===== src/rtl/mem_lsu.sv =====
// mem_lsu: MEM-stage load/store unit turning a pipeline access into one
// request/response bus transaction, stalling the pipeline until it completes.
module mem_lsu #(
    parameter int ADDR_W = 32
) (
    input  logic              clk,
    input  logic              rst,
    input  logic              ex_memread,
    input  logic              ex_memwrite,
    input  logic [2:0]        ex_funct3,
    input  logic [ADDR_W-1:0] ex_addr,
    input  logic [31:0]       ex_wdata,
    input  logic              pipe_hold,
    output logic              m_req_valid,
    input  logic              m_req_ready,
    output logic              m_req_write,
    output logic [ADDR_W-1:0] m_req_addr,
    output logic [31:0]       m_req_wdata,
    output logic [3:0]        m_req_wstrb,
    input  logic              m_resp_valid,
    input  logic [31:0]       m_resp_rdata,
    output logic [31:0]       mem_rdata,
    output logic              lsu_stall,
    output logic              access_err
);
    typedef enum logic [1:0] {IDLE, REQ, RESP, DONE} state_t;
    state_t state, state_nx;
    logic access, legal, aligned, ok;
    logic [2:0] f3_q;
    logic [1:0] sel_q;
    logic [3:0] strb;
    logic [31:0] wdata, ext;
    logic [7:0] b;
    logic [15:0] h;
    assign access  = ex_memread | ex_memwrite;
    assign legal   = ex_memwrite ? (ex_funct3 inside {3'b000, 3'b001, 3'b010})
                                 : (ex_funct3 inside {3'b000, 3'b001, 3'b010, 3'b100, 3'b101});
    assign aligned = ex_funct3[1:0] == 2'b01 ? ~ex_addr[0] :
                     ex_funct3[1:0] == 2'b10 ? ex_addr[1:0] == 2'b00 : 1'b1;
    assign ok      = access & legal & aligned;
    assign strb    = !ex_memwrite ? 4'b0000 :
                     ex_funct3[1:0] == 2'b00 ? 4'b0001 << ex_addr[1:0] :
                     ex_funct3[1:0] == 2'b01 ? 4'b0011 << ex_addr[1:0] : 4'b1111;
    assign wdata   = ex_funct3[1:0] == 2'b00 ? {4{ex_wdata[7:0]}} :
                     ex_funct3[1:0] == 2'b01 ? {2{ex_wdata[15:0]}} : ex_wdata;
    // Lane select comes from the captured offset, not the live pipeline address.
    assign b       = m_resp_rdata[8*sel_q +: 8];
    assign h       = m_resp_rdata[16*sel_q[1] +: 16];
    assign ext     = f3_q[1:0] == 2'b00 ? {{24{b[7] & ~f3_q[2]}}, b} :
                     f3_q[1:0] == 2'b01 ? {{16{h[15] & ~f3_q[2]}}, h} : m_resp_rdata;

    always_ff @(posedge clk) begin
        if (rst) state <= IDLE;
        else     state <= state_nx;
    end

    always_comb begin
        state_nx = state == IDLE ? (ok ? REQ : IDLE) :
                   state == REQ  ? (m_req_ready ? RESP : REQ) :
                   state == RESP ? (m_resp_valid ? DONE : RESP) :
                                   (pipe_hold ? DONE : IDLE);
    end

    always_comb begin
        m_req_valid = state == REQ;
        lsu_stall   = (state == IDLE && ok) || state == REQ || state == RESP;
        access_err  = state == IDLE && access && !ok;
    end

    always_ff @(posedge clk) begin
        if (rst) begin
            m_req_write <= 1'b0;
            m_req_addr  <= '0;
            m_req_wdata <= '0;
            m_req_wstrb <= '0;
            f3_q        <= '0;
            sel_q       <= '0;
            mem_rdata   <= '0;
        end else begin
            if (state == IDLE && ok) begin
                m_req_write <= ex_memwrite;
                m_req_addr  <= {ex_addr[ADDR_W-1:2], 2'b00};
                m_req_wdata <= wdata;
                m_req_wstrb <= strb;
                f3_q        <= ex_funct3;
                sel_q       <= ex_addr[1:0];
            end
            if (state == RESP && m_resp_valid && !m_req_write) mem_rdata <= ext;
        end
    end
endmodule


===== config.mk =====
export PLATFORM = sky130hd
export DESIGN_NAME = mem_lsu
export DESIGN_NICKNAME = d
export VERILOG_FILES = /design/src/rtl/mem_lsu.sv
export SDC_FILE = /design/constraint.sdc
export NUM_CORES = 1
export LEC_CHECK = 0
export BUFFER_PORTS_ARGS = -buffer_cell sky130_fd_sc_hd__buf_2
export CAP_MARGIN = 40
export CORE_MARGIN = 2
export CORE_UTILIZATION = 23
export CTS_CLUSTER_DIAMETER = 80
export CTS_CLUSTER_SIZE = 14
export DETAILED_ROUTE_END_ITERATION = 10
export PLACE_DENSITY = 0.56
export REMOVE_ABC_BUFFERS = 1
export SLEW_MARGIN = 30
export SYNTH_ARGS = -nofsm -noshare
export SYNTH_HDL_FRONTEND = slang
export SYNTH_SLANG_ARGS = --single-unit

===== constraint.sdc =====
create_clock -name clk -period 4.7 [get_ports clk]
set_input_delay 1.175 -clock clk [delete_from_list [all_inputs] [get_ports clk]]
set_output_delay 1.175 -clock clk [all_outputs]
set_load 0.005 [all_outputs]

# Word-level counts from Yosys, hierarchy flattened
# Index checks and enable logic that the tools add are counted.
# word_totals
reg_bits	106
inputBits	106
out_inout_bits	104
wordCells	61
# op_classes
eq_ne	9
shift	4
mux	17
bitwise	7
n_reduce_logical	16
# ops
cell	count
$mux 32	4
$shiftx 32x6->16	1
$shiftx 32x6->8	1
$mux 4	3
$mux 2	5
$logic_not 2->1	4
$eq 2x1->1 const B	3
$eq 3x3->1 const B	2
$logic_and 1x1->1	5
$mux 1	5
$reduce_bool 5->1	1
$and 1x1->1	4
$eq 2x2->1 const B	2
$shl 1x2->4 const A	1
$shl 2x2->4 const A	1
$eq 3x1->1 const B	1
$eq 3x2->1 const B	1
$logic_not 3->1	1
$reduce_bool 3->1	1
$logic_not 1->1	2
$logic_or 1x1->1	2
$not 1->1	2
$or 1x1->1	1

# Depth between registers and ports, before layout
# Gate-level depths: netlist of the first run.
# logic_depth
depth_word	8
depth_mapped	8

# Worst setup path after synthesis of the first run
# OpenSTA, ideal clock, no wires.
# synth_path
path_kind	input to output
start	in ex_addr[0]
end	out access_err
arrival_time_ns	2.280
required_time_ns	3.525
setup_slack_ns	1.245
stages	8
path_buffers	2
cell_sequence	inv_1 -> ha_1 -> nand2b_1 -> o2111a_1 -> buf_4 -> buf_4 -> nor2_1 -> o21a_1
# synth_via
elab_chain_cells	6
# synth_lines
element	line	text
start: declaration	11	input logic [ADDR_W-1:0] ex_addr,
$logic_not 2->1	39	ex_funct3[1:0] == 2'b10 ? ex_addr[1:0] == 2'b00 : 1'b1;
$mux 1	39	
$mux 1 *	38	assign aligned = ex_funct3[1:0] == 2'b01 ? ~ex_addr[0] :
$and 1x1->1 *	40	assign ok = access & legal & aligned;
$logic_not 1->1 *	67	access_err = state == IDLE && access && !ok;
$logic_and 1x1->1 *	67	
end: declaration	24	output logic access_err
# Mark *: on every way between the ends. The rest lies on a longest branch, timed or not.

# Worst setup path in the final report of the first run
# layout_path
start	in ex_funct3[0]
end	out access_err
# layout_via
elab_chain_cells	7
# layout_lines
element	line	text
start: declaration	10	input logic [2:0] ex_funct3,
$eq 3x1->1, or another cell as far along	36, 37	
$reduce_bool 5->1 / $reduce_bool 3->1 (equally long branches)	37, 36	
$mux 1	36	assign legal = ex_memwrite ? (ex_funct3 inside {3'b000, 3'b001, 3'b010})
$and 1x1->1	40	
$and 1x1->1 *	40	
$logic_not 1->1 *	67	
$logic_and 1x1->1 *	67	
# Marked as above.

==> flow_summary.yaml, run 1 <==
min_path:
  worstHoldPathCells: 2
  hp-start: "mem_rdata[19]"
  min_to: "mem_rdata[19]"
  hp-class: "flip-flop to flip-flop"
global_route:
  grt_max_degree: 75
  grt_use_total_pct: 14.9
  antenna_found_initial: 2
  grt_first_pass_wirelength_um: 28100
  grt_pass1_vias: 5016
  grt_overflow_total: 0
sta:
  min_period_over_period_pct: 80.6
  finalHoldViolCount: 0
  worst_slew_pin_slew_ns: 0.810
  period_needed_ns: 3.79
  rsz0062_at_grt: "no"
  relSlewSlack_pct: 46.0
  fmax_mhz: 264
  setup_viol: 0
  fin_tns_setup_ns: 0
  fin_skew_ns: 0.0179
  slew_viol_final: 0
floorplan:
  coreArea_um2: 21600
  start_util_pct: 23.3
  die_w_um: 152
  die_y_um: 152
  row_count: 54
  die_area_um2: 23100
  ioPinCount: 210
run:
  drv_cap: 0
synth:
  avgSynthCellArea_um2: 8.19
  ys_top_cells_by_area: "dfxtp_1 42%, o21ai_0 8.4%, a21oi_1 7.6%"
  synth_top_cells_by_count: "106 x dfxtp_1, 85 x o21ai_0, 76 x a21oi_1"
  yosysTopAreaCell: "dfxtp_1"
  syn_area_um2: 5030
  netlist-cell-type-count: 51
  synth_edf_count: 0
  ys.warnings.count: 0
  ys.flop_type: "dfxtp_1"
  ys_ff_latch: 106
  netlist_instances: 615
  synth_top_area_share_pct: 42.1
  seq_area_frac_synth_pct: 42.1
  synth_most_common_cell: "dfxtp_1"
  synthArstFlopShare_pct: 0
finish:
  register_area_um2: 2120
  finish.utilization_pct: 30.5
  drive_gt1_share_pct: 31.5
  num-nets-final: 888
  nFillCells: 2364
  area_delta_synth_final_pct: 30.9
  multi_input_area_um2: 2640
clock_tree:
  postCtsSetupBuffers: 0
  cts_buffer_depth: 2
  cts_max_level: 3
  cts_root_buffer: "clkbuf_16"
  clk_latency_ns: 0.37
  cts_sinks: 106
  hold_buffers: 0
  cts_made_buffers: 9
  cts_resized: 0
  clk_pin_slew_ns: 0.08
  cts_tree: "yes"
setup_path:
  crit_required_ns: 3.52
  slowest_stage: "buf_2"
  path_cells: "buf_2, o21ai_0, o2111a_2, nor2_1, o21a_1, buf_2"
  max_stage_delay_ns: 0.44
  end_kind: "primary output"
  reg2reg_slack_ns: 2.48
  r2r-start: "sel_q[1]"
  critPathArrivalTime_ns: 2.61
  worstReg2RegEnd: "mem_rdata[23]"
  r2r_cells: 4
  cp_common_cell: "buf_2"
  critPathLaunchType: "input pin"
  worstPathMaxFanout: 24
  crit_type: "input pin to primary output"
power_and_ir_drop:
  pwr-share-clk_pct: 36.6
  power_leakage_nw: 2.74
  power_switching_mw: 0.701
  peakVddDrop_uv: 196
  internal-power_mw: 1.50
  pwr-share-comb_pct: 18.9
  p_per_area_nw_per_um2: 334
  sw_frac_of_total_pct: 31.9
  power_frac_seq_pct: 44.5
route:
  vias: 5257
  postRouteAntennaNets: 0
  wirelength_um: 17500
  drt_iter0_drc: 171
  drt_pass1_iterations: 4
  drc: 0
  route.detailed.wl_per_inst_um: 16.5
  viasPerCell: 4.94
run_status:
  outcome: "completed"
placement:
  gp_congestion: 0.751
  post-dp-hpwl_um: 11700
  io_buffer_count: 207
[cells by family after synthesis]
logic type / count (synthesis) / synth area share, %
other: 1 / 0.0745
buffers and inverters: 69 / 6.41
AO/OA/AOI/OAI: 235 / 28.2
flip-flops: 106 / 42.1
multiplexers: 21 / 4.45
adder cells (fa/ha/maj): 4 / 0.994
AND/OR/NAND/NOR: 179 / 17.7
[per-layer routing]
layer	GRT usage, %	vias up	part of all wire (%)
li1	-	2556	-
met1	19.6	2467	45
met2	23.3	220	45
met3	5.93	12	8.8
met4	2.94	2	0.81
met5	0	-	0.040
[worst max-delay path by stage]
stage                            start    endpoint  cells past startpoint
after CTS                 ex_funct3[0]  access_err                      6
after detailed placement  ex_funct3[0]  access_err                      6
after global placement    ex_funct3[0]  access_err                      6
after floorplan             ex_addr[1]   lsu_stall                      6
after global routing      ex_funct3[0]  access_err                      6
final                     ex_funct3[0]  access_err                      6
[through the flow]
step	power (mW)	hold WS, ns	cell area (um^2)	instances	setup WS (ns)
2_1_floorplan	1.19	0.449	4730	550	0.289
3_3_place_gp	1.41	0.429	6210	1045	0.930
3_5_place_dp	1.41	0.437	6210	1045	0.903
4_1_cts	2.23	0.457	6530	1061	0.900
5_1_grt	2.33	0.490	6590	1063	0.787
6_report	2.20	0.454	6590	1064	0.914
[flip-flops by register name (all words and copies together), names as in the netlist]
| name | flops |
|---|---|
| m_req_wdata | 32 |
| mem_rdata | 32 |
| m_req_addr | 30 |
| m_req_wstrb | 4 |
| f3_q | 3 |
| sel_q | 2 |
| state | 2 |
| m_req_write | 1 |
[cells in the final DEF, fill, tap and decap left out, drive strengths merged, types with 2 or more instances in the layout]
| cell | synthesis | final |
|---|---|---|
| a21oi | 76 | 76 |
| nand2b | 12 | 12 |
| clkinv | 1 | 4 |
| o22ai | 2 | 2 |
| nor2b | 20 | 20 |
| mux2i | 19 | 19 |
| nor2 | 29 | 29 |
| conb | 1 | 2 |
| a22o | 2 | 2 |
| buf | 29 | 217 |
| inv | 2 | 5 |
| a211oi | 11 | 11 |
| ha | 4 | 4 |
| a221oi | 6 | 6 |
| nand3 | 52 | 52 |
| a311oi | 20 | 20 |
| or4 | 2 | 2 |
| a22oi | 9 | 9 |
| nand3b | 5 | 5 |
| o2111ai | 5 | 5 |
| a21o | 6 | 6 |
| nor4 | 2 | 2 |
| o21ai | 91 | 91 |
| nand2 | 51 | 51 |
| clkbuf | 37 | 9 |
| dfxtp | 106 | 106 |
[power groups by stage]
stage | Clock, mW | Sequential, mW | Combinational (mW)
after global placement | 0 | 0.999 | 0.407
final | 0.805 | 0.980 | 0.415
after detailed placement | 0 | 0.999 | 0.408
after floorplan | 0 | 1.00 | 0.187
after CTS | 0.843 | 0.980 | 0.409
after global routing | 0.877 | 0.987 | 0.462
[final cells by class]
type	instances	share of cell area, %
timing repair buffer	217	17.5
clock buffer	9	3.42
antenna	1	0.0380
multi-input combinational	441	40.0
sequential	106	32.2
inverter	3	0.171
tap	280	5.32
clock inverter	7	1.40
[critical path, delay by kind of cell]
family | cells | cell delay [ns]
AOI/OAI and AO/OA | 3 | 0.71
buffers and inverters | 2 | 0.54
and+or+nand+nor | 1 | 0.18
No activity file was read; power rests on OpenSTA's default activity.
==> run 2: changes to the inputs <==
- clock period: 4.7 -> 3.9 ns (I/O delays scaled with it)
==> run 2 against run 1 <==
  * Clock power increased by 23%
  * Final cell count unchanged
  * Combinational power grew 17%
  * Clock skew fell by 0.0062 ns
  * Via count up 0.21%
  * Sequential share of layout area rose by 0.098 points
  * Worst hold slack about the same
  * Global-route usage shrank 0.45 points
  * Setup slack got worse by 0.12 ns
  * Register-to-register slack got worse by 0.75 ns
  * Non-clock buffer count unchanged
  * Largest cell class unchanged
  * Highest routed layer unchanged
==> flow_summary.yaml, run 2 (synthesized netlist as in run 1, its figures left out) <==
run_status:
  outcome: "completed"
clock_tree:
  cts_resized: 0
  clk_pin_slew_ns: 0.08
  cts_sinks: 106
  cts_buffer_depth: 2
  cts_max_level: 3
  cts_root_buffer: "clkbuf_16"
  cts_tree: "yes"
  postCtsSetupBuffers: 0
  clk_latency_ns: 0.35
  cts_made_buffers: 9
  hold_buffers: 0
route:
  wirelength_um: 17300
  postRouteAntennaNets: 0
  vias: 5268
  drt_iter0_drc: 224
  route.detailed.wl_per_inst_um: 16.2
  drc: 0
  drt_pass1_iterations: 4
  viasPerCell: 4.95
setup_path:
  worstReg2RegEnd: "mem_rdata[16]"
  path_cells: "buf_2, inv_1, ha_1, nand2b_1, o2111a_2, nor2_1, o21a_1, buf_2"
  r2r_cells: 4
  crit_type: "input pin to primary output"
  cp.buffers_inverters: 3
  max_stage_delay_ns: 0.20
  cp-endpoint: "access_err"
  worstPathMaxFanout: 5
  cp_common_cell: "buf_2"
  cp.depth: 8
  critPathArrivalTime_ns: 2.13
  end_kind: "primary output"
  crit_required_ns: 2.92
  cp_top_family: "simple AND/OR/NAND/NOR gates"
  reg2reg_slack_ns: 1.73
  r2r-start: "sel_q[1]"
  critPathLaunchType: "input pin"
  startpoint: "ex_addr[0]"
  slowest_stage: "ha_1"
placement:
  placed_cell_area_um2: 6220
  post-dp-hpwl_um: 11700
  io_buffer_count: 207
  dp.cells: 1046
  gp_congestion: 0.752
global_route:
  grt_use_total_pct: 14.5
  grt_overflow_total: 0
  grt_first_pass_wirelength_um: 27300
  grt_max_degree: 75
  grt_pass1_vias: 4938
  antenna_found_initial: 2
finish:
  final_cell_mix: "207 x buf_2, 106 x dfxtp_1, 85 x o21ai_0, 76 x a21oi_1, 52 x nand3_1"
  fin_area_um2: 6570
  nFillCells: 2381
  final_common_cell: "buf_2"
  stdcell_count: 1064
  num-nets-final: 888
  reg_top3: "m_req_wdata x32, mem_rdata x32, m_req_addr x30"
  area_delta_synth_final_pct: 30.5
  drive_gt1_share_pct: 31.5
sta:
  slew_viol_final: 0
  finalHoldViolCount: 0
  relSlewSlack_pct: 45.7
  period_needed_ns: 3.11
  fmax_mhz: 322
  min_period_over_period_pct: 79.7
  setup_viol: 0
  rsz0062_at_grt: "no"
  fin_skew_ns: 0.0117
  worst_slew_pin_slew_ns: 0.815
run:
  drv_cap: 0
floorplan:
  coreArea_um2: 21600
  start_util_pct: 23.3
  die_w_um: 152
  die_y_um: 152
  die_area_um2: 23100
  row_count: 54
  ioPinCount: 210
power_and_ir_drop:
  peakVddDrop_uv: 178
  p_per_area_nw_per_um2: 404
  power_leakage_nw: 2.74
min_path:
  hp-class: "flip-flop to flip-flop"
-- run 2: cell types whose count changed in the layout (fill, tap and decap cells not counted) --
cell / delta
clkinv_8: -2
buf_4: +1
clkinvlp_4: -1
buf_16: -1
inv_12: -1
bufinv_16: +1
inv_6: +2
clkinv_4: +1
-- run 2: how the worst min path moves through the flow --
stage,from,endpoint,slack [ns],cells past startpoint
after global placement,mem_rdata[21],mem_rdata[21],0.43,2
after floorplan,mem_rdata[16],mem_rdata[16],0.45,2
after CTS,mem_rdata[18],mem_rdata[18],0.45,2
after detailed placement,mem_rdata[18],mem_rdata[18],0.44,2
after global routing,mem_rdata[18],mem_rdata[18],0.48,2
final,mem_rdata[22],mem_rdata[22],0.45,2
-- run 2: area by class of cell --
type | instances | area [um^2] | area share [%]
multi-input cells | 441 | 2640 | 40.1
diodes | 1 | 2.50 | 0.0381
repair buffers | 217 | 1130 | 17.2
flip-flops and latches | 106 | 2120 | 32.3
clock inverters | 7 | 92.6 | 1.41
inverters | 3 | 11.3 | 0.171
well taps | 280 | 350 | 5.33
clock buffers | 9 | 225 | 3.43
-- run 2: power breakdown --
group	total, mW	internal, mW	switching [mW]
clock	0.990	0.518	0.472
sequential	1.18	1.14	0.0433
combinational	0.484	0.190	0.294
-- run 2: layer usage --
layer	global-route usage [%]	wire length [um]
met5	0	13
met4	4.90	299
met3	5.13	1610
met2	21.9	7580
met1	19.1	7770
-- run 2: worst register-to-register path, stage by stage, from the launching register on --
cell	delay, ns
dfxtp_1	0.79
mux2i_1	0.37
nor3_1	0.11
o31ai_4	0.57
o21ai_0	0.19
-- run 2: stage by stage --
stage | setup TNS [ns] | total power, mW | setup slack [ns] | hold slack (ns) | util, %
global placement | 0 | 1.69 | 0.790 | 0.429 | 28.8
CTS | 0 | 2.70 | 0.787 | 0.454 | 30.2
finish | 0 | 2.66 | 0.792 | 0.454 | 30.4
floorplan | -0.194 | 1.43 | -0.111 | 0.449 | -
detailed placement | 0 | 1.69 | 0.791 | 0.438 | 28.8
global route | 0 | 2.80 | 0.685 | 0.484 | 30.4
